File: src/rtl/fifo_wr_arbiter.sv
// fifo_wr_arbiter
// Shares the single write port of the asynchronous FIFO among NUM_REQ
// producers in the write clock domain. A round-robin search picks an owner
// from IDLE. The owner then keeps the port for up to BURST_LEN accepted
// words, or until it drops its request. Every release returns to IDLE for
// one bubble cycle. The previous owner has the lowest priority at the next
// arbitration.
module fifo_wr_arbiter #(
    parameter int DATA_SIZE = 8,
    parameter int NUM_REQ   = 4,
    parameter int BURST_LEN = 4
) (
    input  logic                           i_clk,
    input  logic                           i_rst,
    input  logic [NUM_REQ-1:0]             i_req,
    input  logic [NUM_REQ*DATA_SIZE-1:0]   i_data,
    input  logic                           i_full,
    output logic [NUM_REQ-1:0]             o_ack,
    output logic [NUM_REQ-1:0]             o_grant,
    output logic                           o_wr_en,
    output logic [DATA_SIZE-1:0]           o_wr_data,
    output logic                           o_busy
);

    localparam int OW = (NUM_REQ > 1) ? $clog2(NUM_REQ) : 1;
    localparam int PW = OW + 1;
    localparam int CW = $clog2(BURST_LEN + 1);

    typedef enum logic {
        IDLE  = 1'b0,
        GRANT = 1'b1
    } state_t;

    state_t               state_q, state_d;
    logic [OW-1:0]        rrPtr_q, rrPtr_d;
    logic [OW-1:0]        owner_q, owner_d;
    logic [CW-1:0]        count_q, count_d;
    logic [NUM_REQ-1:0]   grant_q, grant_d;
    logic                 busy_q, busy_d;

    logic                 pickFound;
    logic [OW-1:0]        pickIdx;
    logic [PW-1:0]        candIdx;
    logic                 ownerReq;
    logic [DATA_SIZE-1:0] ownerData;
    logic                 accept;
    logic                 lastBeat;
    logic                 release_w;

    // Cyclic search for the first active requester at or after the round-robin pointer
    always_comb begin
        pickFound = 1'b0;
        pickIdx   = '0;
        candIdx   = '0;
        for (int i = 0; i < NUM_REQ; i++) begin
            candIdx = {1'b0, rrPtr_q} + PW'(i);
            if (candIdx >= PW'(NUM_REQ)) begin
                candIdx = candIdx - PW'(NUM_REQ);
            end
            if (!pickFound && i_req[candIdx[OW-1:0]]) begin
                pickFound = 1'b1;
                pickIdx   = candIdx[OW-1:0];
            end
        end
    end

    // Owner request and data are picked through the one-hot grant, so both read as zero while idle
    always_comb begin
        ownerReq  = |(i_req & grant_q);
        ownerData = '0;
        for (int k = 0; k < NUM_REQ; k++) begin
            if (grant_q[k]) begin
                ownerData = ownerData | i_data[k*DATA_SIZE +: DATA_SIZE];
            end
        end
    end

    // Write path: a word is taken only from the owner, only when the FIFO has room
    always_comb begin
        accept    = (state_q == GRANT) && ownerReq && !i_full;
        lastBeat  = (count_q == CW'(BURST_LEN - 1));
        release_w = (state_q == GRANT) && ((accept && lastBeat) || !ownerReq);
        o_wr_en   = accept;
        o_ack     = accept ? grant_q : '0;
        o_wr_data = ownerData;
        o_grant   = grant_q;
        o_busy    = busy_q;
    end

    // Next-state logic: arbitration in IDLE, beat counting and release in GRANT
    always_comb begin
        state_d = state_q;
        rrPtr_d = rrPtr_q;
        owner_d = owner_q;
        count_d = count_q;
        grant_d = grant_q;
        busy_d  = busy_q;
        case (state_q)
            IDLE: begin
                if (pickFound) begin
                    state_d          = GRANT;
                    owner_d          = pickIdx;
                    count_d          = '0;
                    grant_d          = '0;
                    grant_d[pickIdx] = 1'b1;
                    busy_d           = 1'b1;
                end
            end
            GRANT: begin
                if (accept) begin
                    count_d = count_q + CW'(1);
                end
                if (release_w) begin
                    state_d = IDLE;
                    count_d = '0;
                    grant_d = '0;
                    busy_d  = 1'b0;
                    if (owner_q == OW'(NUM_REQ - 1)) begin
                        rrPtr_d = '0;
                    end else begin
                        rrPtr_d = owner_q + OW'(1);
                    end
                end
            end
            default: begin
                state_d = IDLE;
                grant_d = '0;
                busy_d  = 1'b0;
            end
        endcase
    end

    // State register with registered grant and busy; reset drops any burst in flight
    always_ff @(posedge i_clk or posedge i_rst) begin
        if (i_rst) begin
            state_q <= IDLE;
            rrPtr_q <= '0;
            owner_q <= '0;
            count_q <= '0;
            grant_q <= '0;
            busy_q  <= 1'b0;
        end else begin
            state_q <= state_d;
            rrPtr_q <= rrPtr_d;
            owner_q <= owner_d;
            count_q <= count_d;
            grant_q <= grant_d;
            busy_q  <= busy_d;
        end
    end

endmodule
File: config.mk
export PLATFORM = sky130hd
export DESIGN_NAME = fifo_wr_arbiter
export DESIGN_NICKNAME = d
export VERILOG_FILES = /design/src/rtl/fifo_wr_arbiter.sv
export SDC_FILE = /design/constraint.sdc
export NUM_CORES = 1
export LEC_CHECK = 0
export BUFFER_PORTS_ARGS = -buffer_cell sky130_fd_sc_hd__buf_2
export CAP_MARGIN = 30
export CORE_UTILIZATION = 45
export DETAILED_ROUTE_END_ITERATION = 8
export PLACE_DENSITY = 0.84
export SYNTH_ARGS = -nofsm -noshare
export SYNTH_HDL_FRONTEND = slang
export SYNTH_SLANG_ARGS = --single-unit
File: constraint.sdc
create_clock -name i_clk -period 2.6 [get_ports i_clk]
set_input_delay 0.78 -clock i_clk [delete_from_list [all_inputs] [get_ports i_clk]]
set_output_delay 0.78 -clock i_clk [all_outputs]
set_load 0.05 [all_outputs]
## Word-level counts from Yosys, hierarchy flattened

Index checks and enable logic that the tools add are counted.

- Bits in registers: 13
- Input port bits: 39
- Output and inout port bits: 18
- Logic and storage cells: 95

- Add/sub/neg operators: 9
- $lt $le $gt $ge: 10
- Equality and inequality tests: 5
- Muxes and demuxes: 41
- Bitwise logic cells: 5
- Reduce and logical (&&, ||, !) cells: 19

Operators with widths:

| kind | number |
|---|---|
| two-way mux 8 bit | 4 |
| OR 8 bit | 3 |
| two-way mux 2 bit | 9 |
| less-than comparator 2 x 3 -> 1 bit, second input constant | 5 |
| two-way mux 1 bit | 13 |
| two-way mux 4 bit | 3 |
| greater-or-equal comparator 3 bit, second input constant | 3 |
| two-way mux 3 bit | 3 |
| binary-select mux 1 bit (select 2 bit) | 4 |
| logical AND 1 bit | 8 |
| case mux 4 bit (2 select lines) | 1 |
| AND reduction 2 bit | 4 |
| subtractor 2 x 1 -> 2 bit, second input constant | 4 |
| adder 2 x 2 -> 3 bit, second input constant | 2 |
| case mux 3 bit (2 select lines) | 1 |
| logical NOT 1 bit | 5 |
| bitwise AND 4 bit | 1 |
| case mux 1 bit (2 select lines) | 2 |
| OR reduction 4 bit | 1 |
| adder 2 x 1 -> 3 bit, second input constant | 1 |
| adder 3 x 1 -> 3 bit, second input constant | 1 |
| == test 3 x 2 -> 1 bit, second input constant | 1 |
| greater-or-equal comparator 2 x 3 -> 1 bit, second input constant | 1 |
| != test 3 x 2 -> 1 bit, second input constant | 1 |
| 8 further kinds | 8 |

## Logic depth before layout (Yosys ltp)

Gate-level depths: netlist of the first run.

- Depth after elaboration: 20
- Mapped depth: 6
- Mapped depth without buffers: 6

## Least setup slack after synthesis of the first run

OpenSTA, ideal clock, no wires.

- Kind: input port to output port
- From: input i_req[0]
- To: output o_ack[0]
- Data arrival time: 1.880 ns
- Data required time: 1.820 ns
- Slack: -0.060 ns
- Cell stages on the path: 4
- Buffers on the path: 0
- Cells stage by stage: a22o_1 o21ai_4 nor2_4 and2_1

- Cells in the longest elaborated chain, start to end: 5

Ends and longest elaborated chain:

| what | line | source |
|---|---|---|
| start: declaration | 15 | `input logic [NUM_REQ-1:0] i_req,` |
| bitwise AND 4 bit | 69 | `ownerReq = \|(i_req & grant_q);` |
| OR reduction 4 bit | 69 |  |
| logical AND 1 bit (2 in a row) | 80 | `accept = (state_q == GRANT) && ownerReq && !i_full;` |
| net o_wr_en | 20 | `output logic o_wr_en,` |
| two-way mux 4 bit | 84 | `o_ack = accept ? grant_q : '0;` |
| end: declaration | 18 | `output logic [NUM_REQ-1:0] o_ack,` |

The timed path passes the listed nets, and every way through them passes these cells.

## Final worst setup path of the first run

- From: input i_req[3]
- To: output o_ack[1]

- Cells in the longest elaborated chain, start to end: 5

Ends and longest elaborated chain:

| what | line |
|---|---|
| bitwise AND 4 bit | 69 |
| OR reduction 4 bit | 69 |
| logical AND 1 bit (2 in a row) | 80 |
| two-way mux 4 bit | 84 |

No other way between the ends.

==> flow_metrics.py, run 1 <==
metrics = {
    "cells_and_area": {
        "multi_input_area_sq_um": 542,
        "finalNetCount": 201,
        "insertedDiodeCount": 0,
        "area_delta_synth_final_pct": 42.7,
        "ff_latch_area_sq_um": 325,
        "nFillCells": 141,
        "drive_above_1_share_pct": 51.3,
        "finish.utilization_pct": 71.0,
    },
    "worst_setup_path": {
        "cp-end-kind": "output port",
        "critical_path_arrival_ns": 1.78,
        "reg2reg_from": "count_q[0]$_DFFE_PP0P_",
        "slowest_delay_ns": 0.28,
        "crit_path_start_kind": "input port",
        "crit_chain": "buf_2, a22o_2, o21ai_4, nor2_4, and2_2, buf_4",
        "path_class": "in2out",
        "reg2reg_to": "rrPtr_q[1]$_DFFE_PP0P_",
        "worstPathRequired_ns": 1.82,
        "worstPathMaxFanout": 5,
        "crit_slowest_cell": "a22o_2",
        "r2r_slack_ns": 0.98,
        "r2r_cells": 6,
    },
    "detailed_routing": {
        "first_pass_iters": 4,
        "wl_per_cell_um": 12.6,
        "drt-initial-drc-count": 16,
        "routed_wl_mm": 2.31,
        "drcViolationCount": 0,
        "via_count": 996,
        "ant_nets": 0,
        "routed_via_density": 5.44,
    },
    "clock_network": {
        "cts_made_buffers": 3,
        "clkTransAtPathRegs_ns": 0.08,
        "clockBufferDepth": 2,
        "insertion_delay_ns": 0.27,
        "root_buffer": "clkbuf_4",
        "cts_tree": "yes",
        "clock-sinks": 13,
        "htree_levels": 1,
        "cts_setup_buffers": 0,
    },
    "sta": {
        "tightest_slew_ns": 0.486,
        "period_share_pct": 98.6,
        "setup_viol": 0,
        "setup-tns-final_ns": 0,
        "min_period_ns": 2.56,
        "slew_headroom_pct": 67.5,
        "slew_violations": 0,
        "max_freq_mhz": 390,
        "fin_skew_ns": 0.00155,
        "grt_setup_unrepaired": "no",
        "hold_viol": 0,
    },
    "synth": {
        "syn_avg_cell_area_sq_um": 9.33,
        "synthMostInstantiatedCell": "a22oi_1",
        "synth_nets": 138,
        "async_reset_ff_share_pct": 100,
        "netlist_area_sq_um": 896,
        "ys_top_cells_by_count": "a22oi_1 (16), dfrtp_1 (13), nand2_1 (10)",
        "synth_top_area_share_pct": 36.3,
        "synth_top_area_cell": "dfrtp_1",
        "synth_edf_count": 0,
        "yosysWarningCount": 0,
        "netlist_instances": 96,
        "ys_top_cells_by_area": "dfrtp_1 (36%), a22oi_1 (13%), a22o_1 (4.9%)",
        "synth-seq-cells": 13,
        "synth-main-ff-cell": "dfrtp_1",
        "ys_seq_area_share_pct": 36.3,
        "ys_types": 32,
    },
    "grt": {
        "grt_util_all_layers_pct": 23.4,
        "grt_max_degree": 14,
        "grt_pass1_wl_mm": 3.48,
        "grt_pass1_vias": 897,
        "grt_overflow": 0,
        "antenna_found_initial": 0,
    },
    "flow_run": {
        "drv_cap": 0,
    },
    "die": {
        "coreArea_sq_mm": 0.00180,
        "die_w_um": 46.6,
        "rows": 15,
        "die_h_um": 46.6,
        "initial_core_util_pct": 49.7,
        "io_pins": 57,
        "die_area_sq_mm": 0.00217,
    },
    "placement": {
        "dp_hpwl_mm": 1.81,
        "place_congestion": 0.770,
        "port_buffers": 56,
    },
    "worst_hold_path": {
        "whs_endpoint": "o_busy$_DFFE_PP0P_",
        "hp-class": "reg2reg",
        "hp-start": "o_busy$_DFFE_PP0P_",
        "min_path_cells": 1,
    },
    "power_and_ir_drop": {
        "power_density_mw_per_mm2": 1270,
        "power.total_mw": 1.62,
        "p_leak_nw": 0.683,
        "irDropWorstVdd_mv": 1.13,
    },
    "run_status": {
        "status": "finished clean",
    },
}
-- metrics by stage --
| stage | instances | hold WS (ns) | cell area, sq um | worst slack (ns) |
|---|---|---|---|---|
| after floorplan | 96 | 0.454 | 901 | 0.0562 |
| after global placement | 179 | 0.463 | 1240 | 0.0193 |
| after detailed placement | 179 | 0.469 | 1240 | -0.00951 |
| after CTS | 183 | 0.488 | 1270 | 0.00277 |
| after global routing | 183 | 0.513 | 1280 | 0.00635 |
| final | 183 | 0.482 | 1280 | 0.0365 |
-- sequential cells by signal, summed over array words and instances (netlist names) --
register / count
o_grant: 4
count_q: 3
owner_q: 2
rrPtr_q: 2
o_busy: 1
state_q: 1
-- worst max-delay path, delay by kind of cell --
kind | cells | cell delay (ns)
AO/OA/AOI/OAI | 2 | 0.47
buffers and inverters | 2 | 0.28
AND/OR/NAND/NOR | 2 | 0.25
-- routing by layer --
layer,wire (um),up-vias,track usage [%]
li1,-,485,-
met1,990,459,26.6
met2,1170,48,39.2
met3,125,4,3.92
met4,31,0,16.6
met5,0,-,0
-- kinds of logic (layout without fill, tap and decap cells) --
| kind of cell | count (synthesis) | in the layout | share of synthesized area [%] |
|---|---|---|---|
| compound gates | 37 | 37 | 33.1 |
| fa+ha+maj | 3 | 3 | 4.19 |
| buf+inv | 9 | 71 | 3.77 |
| flops | 13 | 13 | 36.3 |
| mux | 3 | 3 | 3.63 |
| simple gates | 31 | 31 | 19.0 |
-- worst max path at each step --
stage / from / to / slack (ns) / cells after the start
5_1_grt: i_req[0] / o_ack[3] / 0.006 / 6
3_5_place_dp: i_req[0] / o_ack[1] / -0.01 / 6
3_3_place_gp: i_req[0] / o_ack[1] / 0.02 / 6
4_1_cts: i_req[0] / o_ack[2] / 0.003 / 6
6_report: i_req[3] / o_ack[1] / 0.04 / 6
2_1_floorplan: i_req[0] / o_ack[0] / 0.06 / 4
-- repair_timing --
| action | CTS | global route |
|---|---|---|
| endpoints found under the setup margin | 2 | 4 |
| cloned | 0 | 0 |
| hold buffers | 0 | 0 |
| endpoints found under the hold margin | 0 | 0 |
| gates resized for setup | 2 | 4 |
| pin swaps | 0 | 1 |
-- power by group --
| part | switching (mW) | internal, mW |
|---|---|---|
| logic | 0.767 | 0.360 |
| clock network | 0.0653 | 0.0595 |
| registers | 0.0859 | 0.280 |
-- final cells by class --
cell class	count	share of cell area (%)
inverter	5	1.47
sequential	13	25.4
timing repair buffer	62	26.2
tap	25	2.45
multi-input combinational	74	42.4
clock buffer	4	2.05
-- cells in the final DEF, fill, tap and decap left out, drive strengths merged --
cell,instances
a311oi,1
dfrtp,13
nor3,2
clkbuf,4
ha,3
a22o,6
a32o,1
o2bb2ai,2
mux2i,1
inv,5
mux2,2
or2b,1
nor2,8
a21oi,2
nor4,1
nand2,10
buf,62
or3,1
nand2b,1
a21o,2
and2,4
a22oi,16
nor2b,1
o21ai,7
or2,1
nor3b,1
Power figures use the tool's default switching activity.
==> run 2: changes to the inputs <==
--- a/config.mk
+++ b/config.mk
@@ -9,7 +9,8 @@
 export CAP_MARGIN = 30
 export CORE_UTILIZATION = 45
 export DETAILED_ROUTE_END_ITERATION = 8
-export PLACE_DENSITY = 0.84
+export PLACE_DENSITY = 0.81
+export SETUP_SLACK_MARGIN = 0.4
 export SYNTH_ARGS = -nofsm -noshare
 export SYNTH_HDL_FRONTEND = slang
 export SYNTH_SLANG_ARGS = --single-unit
==> flow_metrics.py, run 2 (synthesized netlist as in run 1, its figures left out) <==
metrics = {
    "power_and_ir_drop": {
        "p_leak_nw": 0.744,
        "irDropWorstVdd_mv": 0.626,
        "power.total_mw": 1.72,
        "power_density_mw_per_mm2": 1220,
    },
    "worst_setup_path": {
        "worstPathMaxFanout": 6,
        "crit_path_start_kind": "input port",
        "r2r_cells": 6,
        "reg2reg_from": "count_q[0]$_DFFE_PP0P_",
        "path_class": "in2out",
        "r2r_slack_ns": 0.98,
        "cp-end-kind": "output port",
        "worstPathRequired_ns": 1.82,
        "reg2reg_to": "rrPtr_q[1]$_DFFE_PP0P_",
        "critical_path_arrival_ns": 1.72,
    },
    "grt": {
        "grt_max_degree": 14,
        "grt_overflow": 0,
        "grt_pass1_wl_mm": 3.91,
        "antenna_found_initial": 0,
        "grt_pass1_vias": 908,
        "grt_util_all_layers_pct": 25.4,
    },
    "die": {
        "die_area_sq_mm": 0.00217,
        "coreArea_sq_mm": 0.00180,
        "die_w_um": 46.6,
        "rows": 15,
        "die_h_um": 46.6,
        "initial_core_util_pct": 49.7,
        "io_pins": 57,
    },
    "placement": {
        "place_congestion": 0.813,
        "dp.cells": 180,
        "dp_hpwl_mm": 2.08,
        "port_buffers": 56,
    },
    "sta": {
        "slew_headroom_pct": 66.3,
        "setup_viol": 0,
        "fin_skew_ns": 0.00546,
        "tightest_slew_ns": 0.505,
        "slew_violations": 0,
        "grt_setup_unrepaired": "yes",
        "hold_viol": 0,
        "setup-tns-final_ns": 0,
        "max_freq_mhz": 400,
        "period_share_pct": 96.1,
        "min_period_ns": 2.50,
    },
    "detailed_routing": {
        "routed_via_density": 5.33,
        "via_count": 1013,
        "drt-initial-drc-count": 15,
        "wl_per_cell_um": 14.8,
        "drcViolationCount": 0,
        "first_pass_iters": 4,
        "ant_nets": 0,
        "routed_wl_mm": 2.81,
    },
    "worst_hold_path": {
        "hp-start": "o_busy$_DFFE_PP0P_",
        "min_path_cells": 1,
        "whs_endpoint": "o_busy$_DFFE_PP0P_",
        "hp-class": "reg2reg",
    },
    "cells_and_area": {
        "mostFrequentLayoutCell": "buf_2",
        "layout_common_cells": "buf_2 (48), a22oi_1 (15), dfrtp_1 (13), buf_4 (13), nand2_1 (10)",
        "multi_input_area_sq_um": 568,
        "insertedDiodeCount": 0,
        "drive_above_1_share_pct": 54.5,
        "stdcell_count": 190,
        "ff_latch_area_sq_um": 325,
        "largest_reg_flops": 4,
        "nFillCells": 138,
        "area_delta_synth_final_pct": 57.3,
        "finalNetCount": 208,
        "finish.utilization_pct": 78.2,
    },
    "run_status": {
        "status": "finished clean",
    },
    "clock_network": {
        "cts_made_buffers": 3,
        "root_buffer": "clkbuf_4",
        "cts_tree": "yes",
        "clkTransAtPathRegs_ns": 0.08,
        "clockBufferDepth": 2,
        "insertion_delay_ns": 0.28,
        "ctsHoldBuffers": 0,
        "clock-sinks": 13,
        "htree_levels": 1,
    },
    "flow_run": {
        "drv_cap": 0,
    },
}
==> run 2: routing by layer <==
layer	wire length, um	part of all wire, %	global-route usage, %
met5	0	0	0
met2	1570	56	44.7
met3	77	2.7	4.71
met4	14	0.50	5.14
met1	1150	41	32.3
==> run 2: worst max-delay path by stage <==
stage / from / to / slack (ns) / cells after the start
after CTS: i_req[0] / o_ack[0] / 0.08 / 6
final: i_req[3] / o_ack[1] / 0.10 / 6
after detailed placement: i_req[3] / o_ack[1] / 0.02 / 6
after floorplan: i_req[3] / o_ack[0] / 0.15 / 4
after global routing: i_req[3] / o_ack[1] / 0.09 / 6
after global placement: i_req[3] / o_ack[3] / 0.05 / 6
==> run 2: critical path: stages <==
cell and delay (ns):
buf_6 0.10, a22o_4 0.26, o21ai_4 0.20, nor2_4 0.08, and2_4 0.17, buf_8 0.14
==> run 2: timing repair <==
action / 4_1_cts / 5_1_grt
setup endpoints to repair: 5 / 6
pin swaps: 4 / 5
setup buffers: 2 / 4
endpoints found under the hold margin: 0 / 0
gates resized for setup: 12 / 7
==> run 2: per-stage QoR <==
step           hold slack [ns]  worst slack, ns  cell area, sq um
3_5_place_dp             0.477           0.0246              1270
2_1_floorplan            0.454            0.150               922
4_1_cts                  0.494           0.0833              1350
5_1_grt                  0.531           0.0896              1410
3_3_place_gp             0.462           0.0458              1270
6_report                 0.493            0.100              1410
==> run 2: layout make-up <==
class,instances,share of cell area (%)
sequential,13,23.1
clock buffer,4,1.87
timing repair buffer,69,31.2
multi-input combinational,74,40.3
tap,25,2.22
inverter,5,1.33
==> run 2: where the power goes <==
group          internal, mW  switching, mW
Clock                0.0596         0.0676
Sequential            0.281         0.0755
Combinational         0.418          0.816
==> run 3: changes to the inputs <==
--- a/config.mk
+++ b/config.mk
@@ -10,6 +10,7 @@
 export CORE_UTILIZATION = 45
 export DETAILED_ROUTE_END_ITERATION = 8
 export PLACE_DENSITY = 0.81
+export RECOVER_POWER = 100
 export SETUP_SLACK_MARGIN = 0.4
 export SYNTH_ARGS = -nofsm -noshare
 export SYNTH_HDL_FRONTEND = slang
==> flow_metrics.py, run 3 (synthesized netlist as in run 1, its figures left out) <==
metrics = {
    "clock_network": {
        "cts_made_buffers": 3,
        "htree_levels": 1,
        "root_buffer": "clkbuf_4",
        "clock-sinks": 13,
        "cts_tree": "yes",
        "insertion_delay_ns": 0.28,
        "clockBufferDepth": 2,
        "clkTransAtPathRegs_ns": 0.08,
        "ctsHoldBuffers": 0,
    },
    "grt": {
        "grt_pass1_vias": 908,
        "grt_max_degree": 14,
        "grt_util_all_layers_pct": 25.4,
        "antenna_found_initial": 0,
        "grt_overflow": 0,
        "grt_pass1_wl_mm": 3.91,
    },
    "sta": {
        "slew_violations": 0,
        "tightest_slew_ns": 0.590,
        "setup_viol": 0,
        "min_period_ns": 2.53,
        "max_freq_mhz": 396,
        "grt_setup_unrepaired": "yes",
        "hold_viol": 0,
        "setup-tns-final_ns": 0,
        "slew_headroom_pct": 60.3,
        "period_share_pct": 97.2,
        "fin_skew_ns": 0.00443,
    },
    "cells_and_area": {
        "area_delta_synth_final_pct": 50.4,
        "insertedDiodeCount": 0,
        "largest_reg_flops": 4,
        "design_area_sq_mm": 0.00135,
        "drive_above_1_share_pct": 42.4,
        "finalNetCount": 208,
        "mostFrequentLayoutCell": "buf_2",
        "nFillCells": 155,
        "layout_common_cells": "buf_2 (35), clkbuf_1 (16), a22oi_1 (15)",
        "stdcell_count": 190,
    },
    "placement": {
        "dp_hpwl_mm": 2.08,
        "port_buffers": 56,
        "dpl_cell_area_sq_mm": 0.00127,
        "dp.cells": 180,
        "place_congestion": 0.813,
    },
    "detailed_routing": {
        "first_pass_iters": 4,
        "drcViolationCount": 0,
        "routed_wl_mm": 2.83,
        "ant_nets": 0,
        "wl_per_cell_um": 14.9,
        "drt-initial-drc-count": 22,
        "via_count": 1016,
        "routed_via_density": 5.35,
    },
    "worst_setup_path": {
        "path_class": "in2out",
        "critical_path_arrival_ns": 1.75,
        "crit_chain": "clkbuf_1, a22o_4, o21ai_4, nor2_2, buf_4, buf_4",
        "cp-end-kind": "output port",
        "slowest_delay_ns": 0.27,
        "crit_slowest_cell": "a22o_4",
        "worstPathMaxFanout": 6,
        "crit_path_start_kind": "input port",
        "critical_path_buf_inv_count": 3,
        "worstPathRequired_ns": 1.82,
        "critical_path.top_delay_family": "compound AO/OA/AOI/OAI gates",
        "worst_path_most_repeated_cell": "buf_4",
    },
    "power_and_ir_drop": {
        "p_leak_nw": 0.679,
        "irDropWorstVdd_mv": 0.615,
        "power.total_mw": 1.65,
        "power_density_mw_per_mm2": 1220,
    },
    "run_status": {
        "status": "finished clean",
    },
    "die": {
        "die_area_sq_mm": 0.00217,
        "die_h_um": 46.6,
        "initial_core_util_pct": 49.7,
        "io_pins": 57,
        "coreArea_sq_mm": 0.00180,
        "rows": 15,
        "die_w_um": 46.6,
    },
    "flow_run": {
        "drv_cap": 0,
    },
    "worst_hold_path": {
        "hp-class": "reg2reg",
    },
}
## run 3: changes by cell type in the layout (fill, tap and decap cells not counted), sizes merged
| cell | before | now |
|---|---|---|
| clkbuf | 4 | 20 |
| buf | 69 | 53 |
## run 3: worst register-to-register path: cells and delay by family (launching register included)
kind / cells / cell delay [ns]
DFF: 1 / 0.41
buffers and inverters: 1 / 0.09
adders and majority gates: 2 / 0.42
AOI/OAI and AO/OA: 1 / 0.35
and+or+nand+nor: 1 / 0.06
muxes: 1 / 0.38
## run 3: repair_timing
action                     CTS  global route
gates resized for setup     12             7
pin swaps                    4             5
setup buffers                2             4
setup endpoints to repair    5             6
## run 3: area by class of cell
class                   instances  area (sq um)  share of cell area [%]
multi-input cells              74           542                    40.2
repair buffers                 69           404                    30.0
flip-flops and latches         13           325                    24.1
well taps                      25          31.3                    2.32
clock buffers                   4          26.3                    1.95
inverters                       5          18.8                    1.39
## run 3: final timing paths
| check | slack [ns] | to | cells past startpoint | startpoint |
|---|---|---|---|---|
| max in group asynchronous | 1.75 | o_grant[0]$_DFFE_PP0P_ | 2 | i_rst |
| min | 0.50 | o_busy$_DFFE_PP0P_ | 1 | o_busy$_DFFE_PP0P_ |
| max reg2reg | 0.78 | rrPtr_q[1]$_DFFE_PP0P_ | 6 | count_q[0]$_DFFE_PP0P_ |
| min reg2reg | 0.50 | o_busy$_DFFE_PP0P_ | 1 | o_busy$_DFFE_PP0P_ |
| max | 0.07 | o_wr_en | 6 | i_req[3] |
| min in group asynchronous | 0.51 | o_busy$_DFFE_PP0P_ | 2 | i_rst |
## run 3: power by group
part | internal, mW | switching [mW] | leakage (nW)
combinational | 0.359 | 0.809 | 0.498
sequential | 0.281 | 0.0725 | 0.166
clock | 0.0596 | 0.0675 | 0.0150
total | 0.699 | 0.948 | 0.679
## run 3: layer usage
| layer | global-route usage (%) | routed length (um) |
|---|---|---|
| met3 | 4.71 | 89 |
| met2 | 44.7 | 1570 |
| met1 | 32.3 | 1150 |
| met4 | 5.14 | 16 |
| met5 | 0 | 0 |
## run 3: metrics by stage
stage,setup WS [ns],util (%),hold WS (ns)
3_5_place_dp,0.0246,70.6,0.477
4_1_cts,0.0833,75.1,0.494
3_3_place_gp,0.0458,70.6,0.462
2_1_floorplan,0.150,-,0.454
5_1_grt,0.0612,74.8,0.531
6_report,0.0732,74.8,0.496
